<file path="src/rtl/control_magn_pwm_if.sv">
// Keypad/timer-side bundle for the magnetron duty-cycle controller.
// The master drives the cook requests; the slave (the controller) drives the magnetron status.
interface control_magn_pwm_if #(
  parameter int PWR_W = 4
);
  logic             startn;
  logic             stopn;
  logic             clearn;
  logic             door_closed;
  logic             timer_done;
  logic [PWR_W-1:0] power_level;
  logic             mag_on;
  logic [1:0]       state;
  logic             done;

  modport master (
    output startn, stopn, clearn, door_closed, timer_done, power_level,
    input  mag_on, state, done
  );

  modport slave (
    input  startn, stopn, clearn, door_closed, timer_done, power_level,
    output mag_on, state, done
  );
endinterface

</file>
<file path="src/rtl/control_magn_pwm.sv">
// Magnetron cook-state machine with pause/resume, done pulse and slot-based duty-cycle power.
// Define MAG_LIVE_POWER_EN to reload the power latch from power_level at every window wrap.
module control_magn_pwm #(
  parameter int PWR_W       = 4,
  parameter int PERIOD      = 10,
  parameter int SLOT_CYCLES = 4
) (
  input  logic                clk,
  input  logic                rst,
  control_magn_pwm_if.slave   bus
);
  localparam int SLOT_W = $clog2(PERIOD);
  localparam int CYC_W  = $clog2(SLOT_CYCLES);
  localparam int LAT_W  = $clog2(PERIOD + 1);

  localparam logic [1:0] S_IDLE  = 2'd0;
  localparam logic [1:0] S_COOK  = 2'd1;
  localparam logic [1:0] S_PAUSE = 2'd2;
  localparam logic [1:0] S_DONE  = 2'd3;

  logic [1:0]        r_state;
  logic [1:0]        w_next;
  logic [CYC_W-1:0]  r_cyc_cnt;
  logic [SLOT_W-1:0] r_slot_idx;
  logic [LAT_W-1:0]  r_pwr_lat;
  logic [LAT_W-1:0]  w_pwr_req;
  logic [PWR_W-1:0]  w_power;
  logic              r_done;
  logic              w_cyc_wrap;
  logic              w_slot_wrap;
  logic              w_advance;
  logic              w_clear;

  assign w_power = bus.power_level;

  always_comb begin
    if (int'(w_power) >= PERIOD) w_pwr_req = LAT_W'(PERIOD);
    else                         w_pwr_req = LAT_W'(w_power);
  end

  // NOTE: w_next gets a default before the case so every path assigns it and no latch is inferred.
  always_comb begin
    w_next = r_state;
    case (r_state)
      S_IDLE: begin
        if (!bus.startn && bus.door_closed && bus.stopn && bus.clearn &&
            !bus.timer_done && (w_power != '0))
          w_next = S_COOK;
      end
      S_COOK: begin
        if (!bus.clearn)                         w_next = S_IDLE;
        else if (bus.timer_done)                 w_next = S_DONE;
        else if (!bus.door_closed || !bus.stopn) w_next = S_PAUSE;
      end
      S_PAUSE: begin
        if (!bus.clearn)                                        w_next = S_IDLE;
        else if (bus.timer_done)                                w_next = S_DONE;
        else if (!bus.startn && bus.door_closed && bus.stopn)   w_next = S_COOK;
      end
      default: begin
        if (!bus.clearn || !bus.door_closed) w_next = S_IDLE;
      end
    endcase
  end

  // The edge that leaves COOK does not advance the window, so a resume picks up exactly where mag_on stopped.
  assign w_advance   = (r_state == S_COOK) && (w_next == S_COOK);
  assign w_clear     = (r_state == S_IDLE) || (r_state == S_DONE) ||
                       (w_next == S_IDLE)  || (w_next == S_DONE);
  assign w_cyc_wrap  = (r_cyc_cnt == CYC_W'(SLOT_CYCLES - 1));
  assign w_slot_wrap = (r_slot_idx == SLOT_W'(PERIOD - 1));

  // NOTE: sequential state uses non-blocking assignments so every register samples pre-edge values.
  always_ff @(posedge clk) begin
    if (rst) begin
      r_state <= S_IDLE;
      r_done  <= 1'b0;
    end else begin
      r_state <= w_next;
      r_done  <= (w_next == S_DONE) && (r_state != S_DONE);
    end
  end

  always_ff @(posedge clk) begin
    if (rst || w_clear) begin
      r_cyc_cnt  <= '0;
      r_slot_idx <= '0;
    end else if (w_advance) begin
      if (w_cyc_wrap) begin
        r_cyc_cnt  <= '0;
        r_slot_idx <= w_slot_wrap ? '0 : r_slot_idx + 1'b1;
      end else begin
        r_cyc_cnt  <= r_cyc_cnt + 1'b1;
      end
    end
  end

  always_ff @(posedge clk) begin
    if (rst) begin
      r_pwr_lat <= '0;
    end else if ((r_state == S_IDLE) && (w_next == S_COOK)) begin
      r_pwr_lat <= w_pwr_req;
`ifdef MAG_LIVE_POWER_EN
    end else if (w_advance && w_cyc_wrap && w_slot_wrap) begin
      r_pwr_lat <= w_pwr_req;
`else
    end else begin
      r_pwr_lat <= r_pwr_lat;
`endif
    end
  end

  // Door term stays combinational so an opening door kills the magnetron in the same cycle.
  assign bus.mag_on = (r_state == S_COOK) && (int'(r_slot_idx) < int'(r_pwr_lat)) &&
                      bus.door_closed;
  assign bus.state  = r_state;
  assign bus.done   = r_done;
endmodule

</file>
<file path="src/flat_wrapper.sv">
// flat-port wrapper written by rule: the top's interface ports become plain ports
module control_magn_pwm_flat 
#(
  parameter int PWR_W       = 4,
  parameter int PERIOD      = 10,
  parameter int SLOT_CYCLES = 4
)
  (clk, rst, bus_startn, bus_stopn, bus_clearn, bus_door_closed, bus_timer_done, bus_power_level, bus_mag_on, bus_state, bus_done);
  control_magn_pwm_if #(.PWR_W(PWR_W)) bus_i ();
  input  logic clk;
  input  logic rst;
  input wire logic [$bits(bus_i.startn)-1:0] bus_startn;
  input wire logic [$bits(bus_i.stopn)-1:0] bus_stopn;
  input wire logic [$bits(bus_i.clearn)-1:0] bus_clearn;
  input wire logic [$bits(bus_i.door_closed)-1:0] bus_door_closed;
  input wire logic [$bits(bus_i.timer_done)-1:0] bus_timer_done;
  input wire logic [$bits(bus_i.power_level)-1:0] bus_power_level;
  output wire logic [$bits(bus_i.mag_on)-1:0] bus_mag_on;
  output wire logic [$bits(bus_i.state)-1:0] bus_state;
  output wire logic [$bits(bus_i.done)-1:0] bus_done;
  assign bus_i.startn = bus_startn;
  assign bus_i.stopn = bus_stopn;
  assign bus_i.clearn = bus_clearn;
  assign bus_i.door_closed = bus_door_closed;
  assign bus_i.timer_done = bus_timer_done;
  assign bus_i.power_level = bus_power_level;
  assign bus_mag_on = bus_i.mag_on;
  assign bus_state = bus_i.state;
  assign bus_done = bus_i.done;
  control_magn_pwm #(.PWR_W(PWR_W), .PERIOD(PERIOD), .SLOT_CYCLES(SLOT_CYCLES)) u_core (.clk(clk), .rst(rst), .bus(bus_i));
endmodule
</file>
<file path="config.mk">
export PLATFORM = sky130hd
export DESIGN_NAME = control_magn_pwm_flat
export DESIGN_NICKNAME = d
export VERILOG_FILES = /design/src/rtl/control_magn_pwm_if.sv /design/src/rtl/control_magn_pwm.sv /design/src/flat_wrapper.sv
export SDC_FILE = /design/constraint.sdc
export NUM_CORES = 1
export LEC_CHECK = 0
export CAP_MARGIN = 20
export CORE_MARGIN = 2
export CORE_UTILIZATION = 40
export CTS_CLUSTER_SIZE = 28
export DETAILED_ROUTE_END_ITERATION = 16
export SLEW_MARGIN = 20
export SYNTH_ARGS = -nofsm -noshare
export SYNTH_HDL_FRONTEND = slang
export SYNTH_SLANG_ARGS = --single-unit
</file>
<file path="constraint.sdc">
create_clock -name clk -period 2.95 [get_ports clk]
set_clock_uncertainty 0.1 [all_clocks]
set_input_delay 0.59 -clock clk [delete_from_list [all_inputs] [get_ports clk]]
set_output_delay 0.59 -clock clk [all_outputs]
set_load 0.02 [all_outputs]
</file>
==> results of run 1 <==
## per-stage QoR
step | std cells | setup WS, ns | total power [mW] | instance area (um2)
3_3_place_gp | 162 | 0.0719 | 0.437 | 1190
3_5_place_dp | 162 | -0.00392 | 0.439 | 1190
5_1_grt | 166 | 0.00419 | 0.586 | 1220
2_1_floorplan | 120 | 0.730 | 0.377 | 1020
4_1_cts | 166 | 0.172 | 0.557 | 1220
6_report | 166 | 0.187 | 0.549 | 1220
## cells by family (layout without fill, tap and decap cells)
logic type      after synthesis  count (layout)  share of synthesized area
flops                        13              13                      0.256
compound gates               30              30                      0.232
simple gates                 51              51                      0.312
mux                           4               4                     0.0405
fa+ha+maj                     8               8                     0.0983
buf+inv                      14              30                     0.0614
## cells in the final DEF, fill, tap and decap left out, types with 5 or more instances in the layout
master | synthesis | routed
a21oi_1 | 8 | 8
nand2b_1 | 5 | 5
nand4_1 | 6 | 6
inv_1 | 8 | 8
nand2_1 | 6 | 6
ha_1 | 8 | 8
clkdlybuf4s50_1 | 0 | 14
nor2_1 | 5 | 5
dfxtp_1 | 13 | 13
nor2b_1 | 5 | 5
## final timing paths
| path | start | endpoint | slack, ns | depth (start not counted) |
|---|---|---|---|---|
| setup / recovery | u_core.bus.state[0] | bus_mag_on | 0.19 | 3 |
| hold / removal | u_core.r_pwr_lat[2] | u_core.r_pwr_lat[2] | 0.39 | 2 |
| setup reg to reg | u_core.bus.state[0] | u_core.r_pwr_lat[1] | 0.30 | 7 |
| hold reg to reg | u_core.r_pwr_lat[2] | u_core.r_pwr_lat[2] | 0.39 | 2 |
## critical path, delay by kind of cell, from the launching register on
| kind | cells | cell delay [ns] |
|---|---|---|
| and+or+nand+nor | 1 | 0.24 |
| buffers and inverters | 1 | 0.60 |
| DFF | 1 | 0.50 |
| adders and majority gates | 1 | 0.45 |
## sequential cells by signal, summed over array words and instances, names as in the netlist
name and flops:
u_core.bus.done 1, u_core.r_cyc_cnt 2, u_core.r_slot_idx 4, u_core.bus.state 2, u_core.r_pwr_lat 4
## area by class of cell
| type | instances | area (um2) | share of cell area |
|---|---|---|---|
| multi-input cells | 93 | 696 | 0.570 |
| inverters | 8 | 30.0 | 0.0246 |
| well taps | 30 | 37.5 | 0.0308 |
| repair buffers | 18 | 170 | 0.139 |
| clock buffers | 4 | 26.3 | 0.0215 |
| flip-flops and latches | 13 | 260 | 0.213 |
## report_power, final
| group | internal, mW | leakage [nW] | switching [mW] |
|---|---|---|---|
| Clock | 0.0524 | 0.0150 | 0.0620 |
| Sequential | 0.187 | 0.105 | 0.0116 |
| Combinational | 0.0970 | 0.314 | 0.138 |
| Total | 0.337 | 0.434 | 0.212 |
## layer usage
layer	share of wire	routed length [um]	track usage	vias up
met4	0.012	27	0.0375	0
met5	0	0	0	-
met1	0.47	1070	0.199	445
met3	0.044	100	0.0492	5
li1	-	-	-	482
met2	0.48	1100	0.311	22
==> flow_summary.json, run 1 <==
{
  "ir_worst_vdd_uv": 375,
  "insertion_delay_ns": 0.28,
  "synth_top_cell_by_area": "dfxtp_1",
  "cts_buffers": 3,
  "avgSynthCellArea_um2": 8.49,
  "period_minus_slack_ns": 2.76,
  "firstDrtPassIters": 4,
  "cts_max_level": 1,
  "startpoint_type": "flop",
  "die_height_um": 54.5,
  "powerDensity_nw_per_um2": 450,
  "worstHoldPathType": "reg2reg",
  "std_cell_rows": 18,
  "maxCapViolations": 0,
  "synth_top_area_share": 0.256,
  "fin_hold_ws_ns": 0.390,
  "crit_slowest_cell": "clkdlybuf4s50_1",
  "synth_edf_count": 0,
  "arrival_ns": 2.07,
  "cts_hold_buf": 0,
  "diodes": 0,
  "portBuffers": 14,
  "die_x_um": 54.5,
  "fin_crit_sh": 0.936,
  "clockBufferDepth": 2,
  "crit_type": "reg2out",
  "setup_violations": 0,
  "tns_ns": 0,
  "syn-num-nets": 139,
  "num_vias": 954,
  "syn_area_um2": 1020,
  "max_freq_mhz": 362,
  "pin_count": 15,
  "cts.repair.resized": 0,
  "ys_async_sr_fraction": 0,
  "wl_per_cell_um": 13.8,
  "finalHoldViolCount": 0,
  "slowest_delay_ns": 0.60,
  "rsz0062_at_grt": "no",
  "cts-root-buf": "clkbuf_4",
  "netlist_top_cells_count": "dfxtp_1 (13), a21oi_1 (8), ha_1 (8), inv_1 (8)",
  "fin_util": 0.497,
  "slew_violations": 0,
  "power.leakage_nw": 0.434,
  "core_area_um2": 2450,
  "grt_usage": 0.172,
  "outcome": "completed",
  "gp_congestion": 0.751,
  "cp.required_ns": 2.26,
  "synth-seq-cells": 13,
  "cts_tree": "yes",
  "synth_warnings": 0,
  "grt_max_degree": 14,
  "clk_pin_slew_ns": 0.09,
  "cts.sinks": 13,
  "crit_path_cell_trace": "ha_1 > and4b_1 > clkdlybuf4s50_1",
  "area_delta_synth_final_pct": 19.8,
  "ys.flop_type": "dfxtp_1",
  "nets": 156,
  "vias_per_cell": 5.75,
  "max_slew_margin": 0.409,
  "ys_seq_area_frac": 0.256,
  "synth.area.top_cells": "dfxtp_1 (26%), ha_1 (9.8%), a21oi_1 (3.9%)",
  "drt_wl_total_um": 2300,
  "n_fill_cell": 237,
  "tightest_slew_ns": 0.885,
  "postRouteAntennaNets": 0,
  "drive_gt1_frac": 0.125,
  "crit_path_max_fanout": 11,
  "initial_utilization": 0.415,
  "grt_pass1_vias": 877,
  "drt-initial-drc-count": 24,
  "end_kind": "output pin",
  "synthCells": 120,
  "post-cts-setup-buffers": 0,
  "grt_pass1_wl_um": 3640,
  "synth_most_common_cell": "dfxtp_1",
  "overflow": 0,
  "dpl.hpwl_um": 1710,
  "antenna_found_initial": 0,
  "die_area_um2": 2970,
  "synth.distinct_cells": 43,
  "drcViolationCount": 0
}
No activity file was read; power rests on OpenSTA's default activity.
==> inputs of run 2 (changes only) <==
--- a/config.mk
+++ b/config.mk
@@ -8,8 +8,10 @@
 export CAP_MARGIN = 20
 export CORE_MARGIN = 2
 export CORE_UTILIZATION = 40
+export CTS_CLUSTER_DIAMETER = 100
 export CTS_CLUSTER_SIZE = 28
 export DETAILED_ROUTE_END_ITERATION = 16
+export DONT_BUFFER_PORTS = 1
 export SLEW_MARGIN = 20
 export SYNTH_ARGS = -nofsm -noshare
 export SYNTH_HDL_FRONTEND = slang
==> run 2 against run 1 <==
  * Hold slack got worse by 0.12 ns
  * Die area did not move
  * Wire length fell by 2.5%
  * Via count fell by 7.8%
  * Flip-flop and latch count did not move
  * Critical path type is now reg2reg
  * Largest cell class unchanged
  * Highest routed layer unchanged
==> flow_summary.json, run 2 (same netlist as run 1, synthesis figures left out) <==
{
  "outcome": "completed",
  "antenna_found_initial": 0,
  "grt_pass1_wl_um": 3590,
  "powerDensity_nw_per_um2": 489,
  "die_height_um": 54.5,
  "cts_tree": "yes",
  "fin_crit_sh": 0.873,
  "reg_top3": "u_core.r_pwr_lat (4), u_core.r_slot_idx (4)",
  "core_area_um2": 2450,
  "num_vias": 880,
  "cts.sinks": 13,
  "crit_path_cell_trace": "inv_1 > ha_1 > nor3_1 > a211oi_1 > o2bb2ai_2 > nand4_2 > mux2_1",
  "overflow": 0,
  "cts_buffers": 3,
  "cts-root-buf": "clkbuf_4",
  "maxCapViolations": 0,
  "cts_hold_buf": 0,
  "end_kind": "flop",
  "final_cells": 151,
  "wl_per_cell_um": 14.8,
  "slew_violations": 0,
  "slowest_delay_ns": 0.42,
  "finalHoldViolCount": 0,
  "insertion_delay_ns": 0.28,
  "rsz0062_at_grt": "no",
  "vias_per_cell": 5.83,
  "fin_hold_ws_ns": 0.275,
  "cp_top_family": "compound AO/OA/AOI/OAI gates",
  "clk_pin_slew_ns": 0.09,
  "tightest_slew_ns": 0.552,
  "crit_type": "reg2reg",
  "clockBufferDepth": 2,
  "tns_ns": 0,
  "startpoint_type": "flop",
  "std_cell_rows": 18,
  "crit_path_max_fanout": 12,
  "layout_common_cells": "dfxtp_1 (13), inv_1 (8), a21oi_1 (8), ha_1 (8)",
  "firstDrtPassIters": 4,
  "max_freq_mhz": 388,
  "path_buf_inv": 1,
  "final_common_cell": "dfxtp_1",
  "portBuffers": 0,
  "grt_pass1_vias": 857,
  "gp_congestion": 0.817,
  "die_x_um": 54.5,
  "worstHoldPathType": "in2reg",
  "pin_count": 15,
  "drt_wl_total_um": 2240,
  "diodes": 0,
  "grt_usage": 0.168,
  "crit_slowest_cell": "dfxtp_1",
  "die_area_um2": 2970,
  "grt_max_degree": 13,
  "drcViolationCount": 0,
  "ir_worst_vdd_uv": 210,
  "arrival_ns": 2.65,
  "drive_gt1_frac": 0.132,
  "area_delta_synth_final_pct": 5.28,
  "nets": 141,
  "drt-initial-drc-count": 12,
  "dp.cells": 147,
  "max_slew_margin": 0.630,
  "setup_violations": 0,
  "dpl.hpwl_um": 1670,
  "initial_utilization": 0.415,
  "fin_util": 0.437,
  "cts.repair.resized": 0,
  "post-cts-setup-buffers": 0,
  "cp.required_ns": 3.02,
  "power.leakage_nw": 0.377,
  "period_minus_slack_ns": 2.58,
  "postRouteAntennaNets": 0,
  "cts_max_level": 1
}
-- run 2: cell count changes in the layout (fill, tap and decap cells not counted) --
| cell | change |
|---|---|
| buf_4 | -1 |
| clkdlybuf4s50_1 | -14 |
-- run 2: area by class of cell --
cell class / count / area (um2)
clock buffers: 4 / 26.3
fillers: 243 / 1380
inverters: 8 / 30.0
multi-input cells: 93 / 696
flip-flops and latches: 13 / 260
well taps: 30 / 37.5
repair buffers: 3 / 22.5
-- run 2: final timing paths --
kind | from | to | slack (ns) | cells after the start
setup / recovery | u_core.bus.state[1] | u_core.r_pwr_lat[1] | 0.37 | 7
hold / removal | rst | u_core.bus.state[1] | 0.28 | 1
setup reg to reg | u_core.bus.state[1] | u_core.r_pwr_lat[1] | 0.37 | 7
hold reg to reg | u_core.r_pwr_lat[3] | u_core.r_pwr_lat[3] | 0.40 | 2
-- run 2: per-layer routing --
metal,track usage,share of wire
met2,0.279,0.47
met1,0.209,0.49
met4,0.0708,0.0067
met3,0.0355,0.037
met5,0,0
-- run 2: power by group --
part,internal (mW),switching (mW)
Clock,0.0524,0.0638
Sequential,0.187,0.0154
Combinational,0.0803,0.125
Total,0.320,0.204
-- run 2: metrics by stage --
| step | setup WS (ns) | area [um2] | total power [mW] |
|---|---|---|---|
| floorplan | 0.730 | 1020 | 0.377 |
| global placement | 0.465 | 1050 | 0.409 |
| global route | 0.207 | 1070 | 0.561 |
| detailed placement | 0.382 | 1050 | 0.414 |
| CTS | 0.353 | 1070 | 0.530 |
| finish | 0.374 | 1070 | 0.524 |
==> inputs of run 3 (changes only) <==
--- a/config.mk
+++ b/config.mk
@@ -7,11 +7,12 @@
 export LEC_CHECK = 0
 export CAP_MARGIN = 20
 export CORE_MARGIN = 2
-export CORE_UTILIZATION = 40
+export CORE_UTILIZATION = 55
 export CTS_CLUSTER_DIAMETER = 100
 export CTS_CLUSTER_SIZE = 28
 export DETAILED_ROUTE_END_ITERATION = 16
 export DONT_BUFFER_PORTS = 1
+export PLACE_DENSITY = 0.7
 export SLEW_MARGIN = 20
 export SYNTH_ARGS = -nofsm -noshare
 export SYNTH_HDL_FRONTEND = slang
==> run 3 against run 2 <==
  * Combinational power about the same
  * Worst setup slack got worse by 0.016 ns
  * Clock power decreased by 4%
  * Power decreased by 1.1%
  * Cell area decreased by 0.58%
  * First-iteration DRC count increased by 130%
  * Global-route usage increased by 6.0 points
  * Die area decreased by 25%
  * Register-to-register slack got worse by 0.02 ns
  * Hold slack got worse by 0.0058 ns
  * Critical path depth unchanged
  * Maximum frequency decreased by 0.60%
  * Largest power group unchanged
  * Highest routed layer unchanged
==> flow_summary.json, run 3 (same netlist as run 1, synthesis figures left out) <==
{
  "r2r_start": "u_core.bus.state[1]",
  "overflow": 0,
  "nets": 141,
  "crit_path_cell_trace": "inv_1 > ha_1 > a21oi_1 > o22ai_1 > a211oi_2 > nand4_2 > mux2_1",
  "vias_per_cell": 6.04,
  "drcViolationCount": 0,
  "crit_path_max_fanout": 11,
  "outcome": "completed",
  "fin_crit_sh": 0.879,
  "initial_utilization": 0.590,
  "power.leakage_nw": 0.377,
  "drt_wl_total_um": 2060,
  "core_area_um2": 1730,
  "slowest_delay_ns": 0.52,
  "max_freq_mhz": 386,
  "final_cells": 146,
  "power.total_mw": 0.518,
  "clk_pin_slew_ns": 0.08,
  "finalHoldViolCount": 0,
  "maxCapViolations": 0,
  "reg_top3": "u_core.r_pwr_lat (4), u_core.r_slot_idx (4)",
  "dpl.hpwl_um": 1570,
  "path_buf_inv": 1,
  "dp.cells": 142,
  "gp_congestion": 0.935,
  "period_minus_slack_ns": 2.59,
  "end_kind": "flop",
  "die_x_um": 47.0,
  "grt_pass1_vias": 852,
  "layout_common_cells": "dfxtp_1 (13), inv_1 (8), a21oi_1 (8), ha_1 (8)",
  "diodes": 0,
  "cts.sinks": 13,
  "drt-initial-drc-count": 27,
  "tightest_slew_ns": 0.531,
  "postRouteAntennaNets": 0,
  "grt_pass1_wl_um": 3600,
  "std_cell_rows": 15,
  "die_area_um2": 2210,
  "crit_slowest_cell": "dfxtp_1",
  "arrival_ns": 2.65,
  "cts_buffers": 3,
  "cts.repair.resized": 0,
  "slew_violations": 0,
  "portBuffers": 0,
  "post-cts-setup-buffers": 0,
  "rsz0062_at_grt": "no",
  "powerDensity_nw_per_um2": 486,
  "cp.required_ns": 3.01,
  "wl_per_cell_um": 14.1,
  "final_common_cell": "dfxtp_1",
  "grt_max_degree": 13,
  "max_slew_margin": 0.644,
  "grt_usage": 0.228,
  "min-delay-start": "rst",
  "startpoint": "u_core.bus.state[1]",
  "clockBufferDepth": 2,
  "drive_gt1_frac": 0.132,
  "cts-root-buf": "clkbuf_4",
  "cts_max_level": 1,
  "tns_ns": 0,
  "startpoint_type": "flop",
  "cts_tree": "yes",
  "ir_worst_vdd_uv": 300,
  "insertion_delay_ns": 0.28,
  "cts_hold_buf": 0,
  "pin_count": 15,
  "setup_violations": 0,
  "antenna_found_initial": 0,
  "firstDrtPassIters": 6,
  "cp_top_family": "compound AO/OA/AOI/OAI gates",
  "crit_type": "reg2reg",
  "fin_hold_ws_ns": 0.270,
  "num_vias": 882,
  "die_height_um": 47.0,
  "worstHoldPathType": "in2reg",
  "area_delta_synth_final_pct": 4.67
}
## run 3: routing by layer
layer  track usage  share of wire
met1         0.297           0.49
met2         0.348           0.44
met3        0.0577          0.052
met4         0.117          0.015
met5             0              0
## run 3: worst paths after layout
| check | to | slack [ns] | cells past startpoint |
|---|---|---|---|
| setup / recovery | u_core.r_pwr_lat[1] | 0.36 | 7 |
| hold / removal | u_core.bus.state[1] | 0.27 | 1 |
| setup reg to reg | u_core.r_pwr_lat[1] | 0.36 | 7 |
| hold reg to reg | u_core.r_pwr_lat[0] | 0.39 | 2 |
## run 3: layout make-up
class                      count  area (um2)
clock buffer                   4        26.3
fill                         173         661
inverter                       8        30.0
multi-input combinational     93         696
sequential                    13         260
tap                           25        31.3
timing repair buffer           3        22.5
## run 3: through the flow
step,setup WS (ns),cell area [um2],util
2_1_floorplan,0.730,1020,-
3_3_place_gp,0.455,1040,0.602
3_5_place_dp,0.384,1040,0.602
4_1_cts,0.366,1070,0.617
5_1_grt,0.105,1070,0.617
6_report,0.358,1070,0.617
## run 3: power by group
group	leakage, nW	switching [mW]	internal, mW	total, mW
combinational	0.257	0.124	0.0805	0.205
sequential	0.105	0.0150	0.187	0.202
clock	0.0150	0.0588	0.0524	0.111
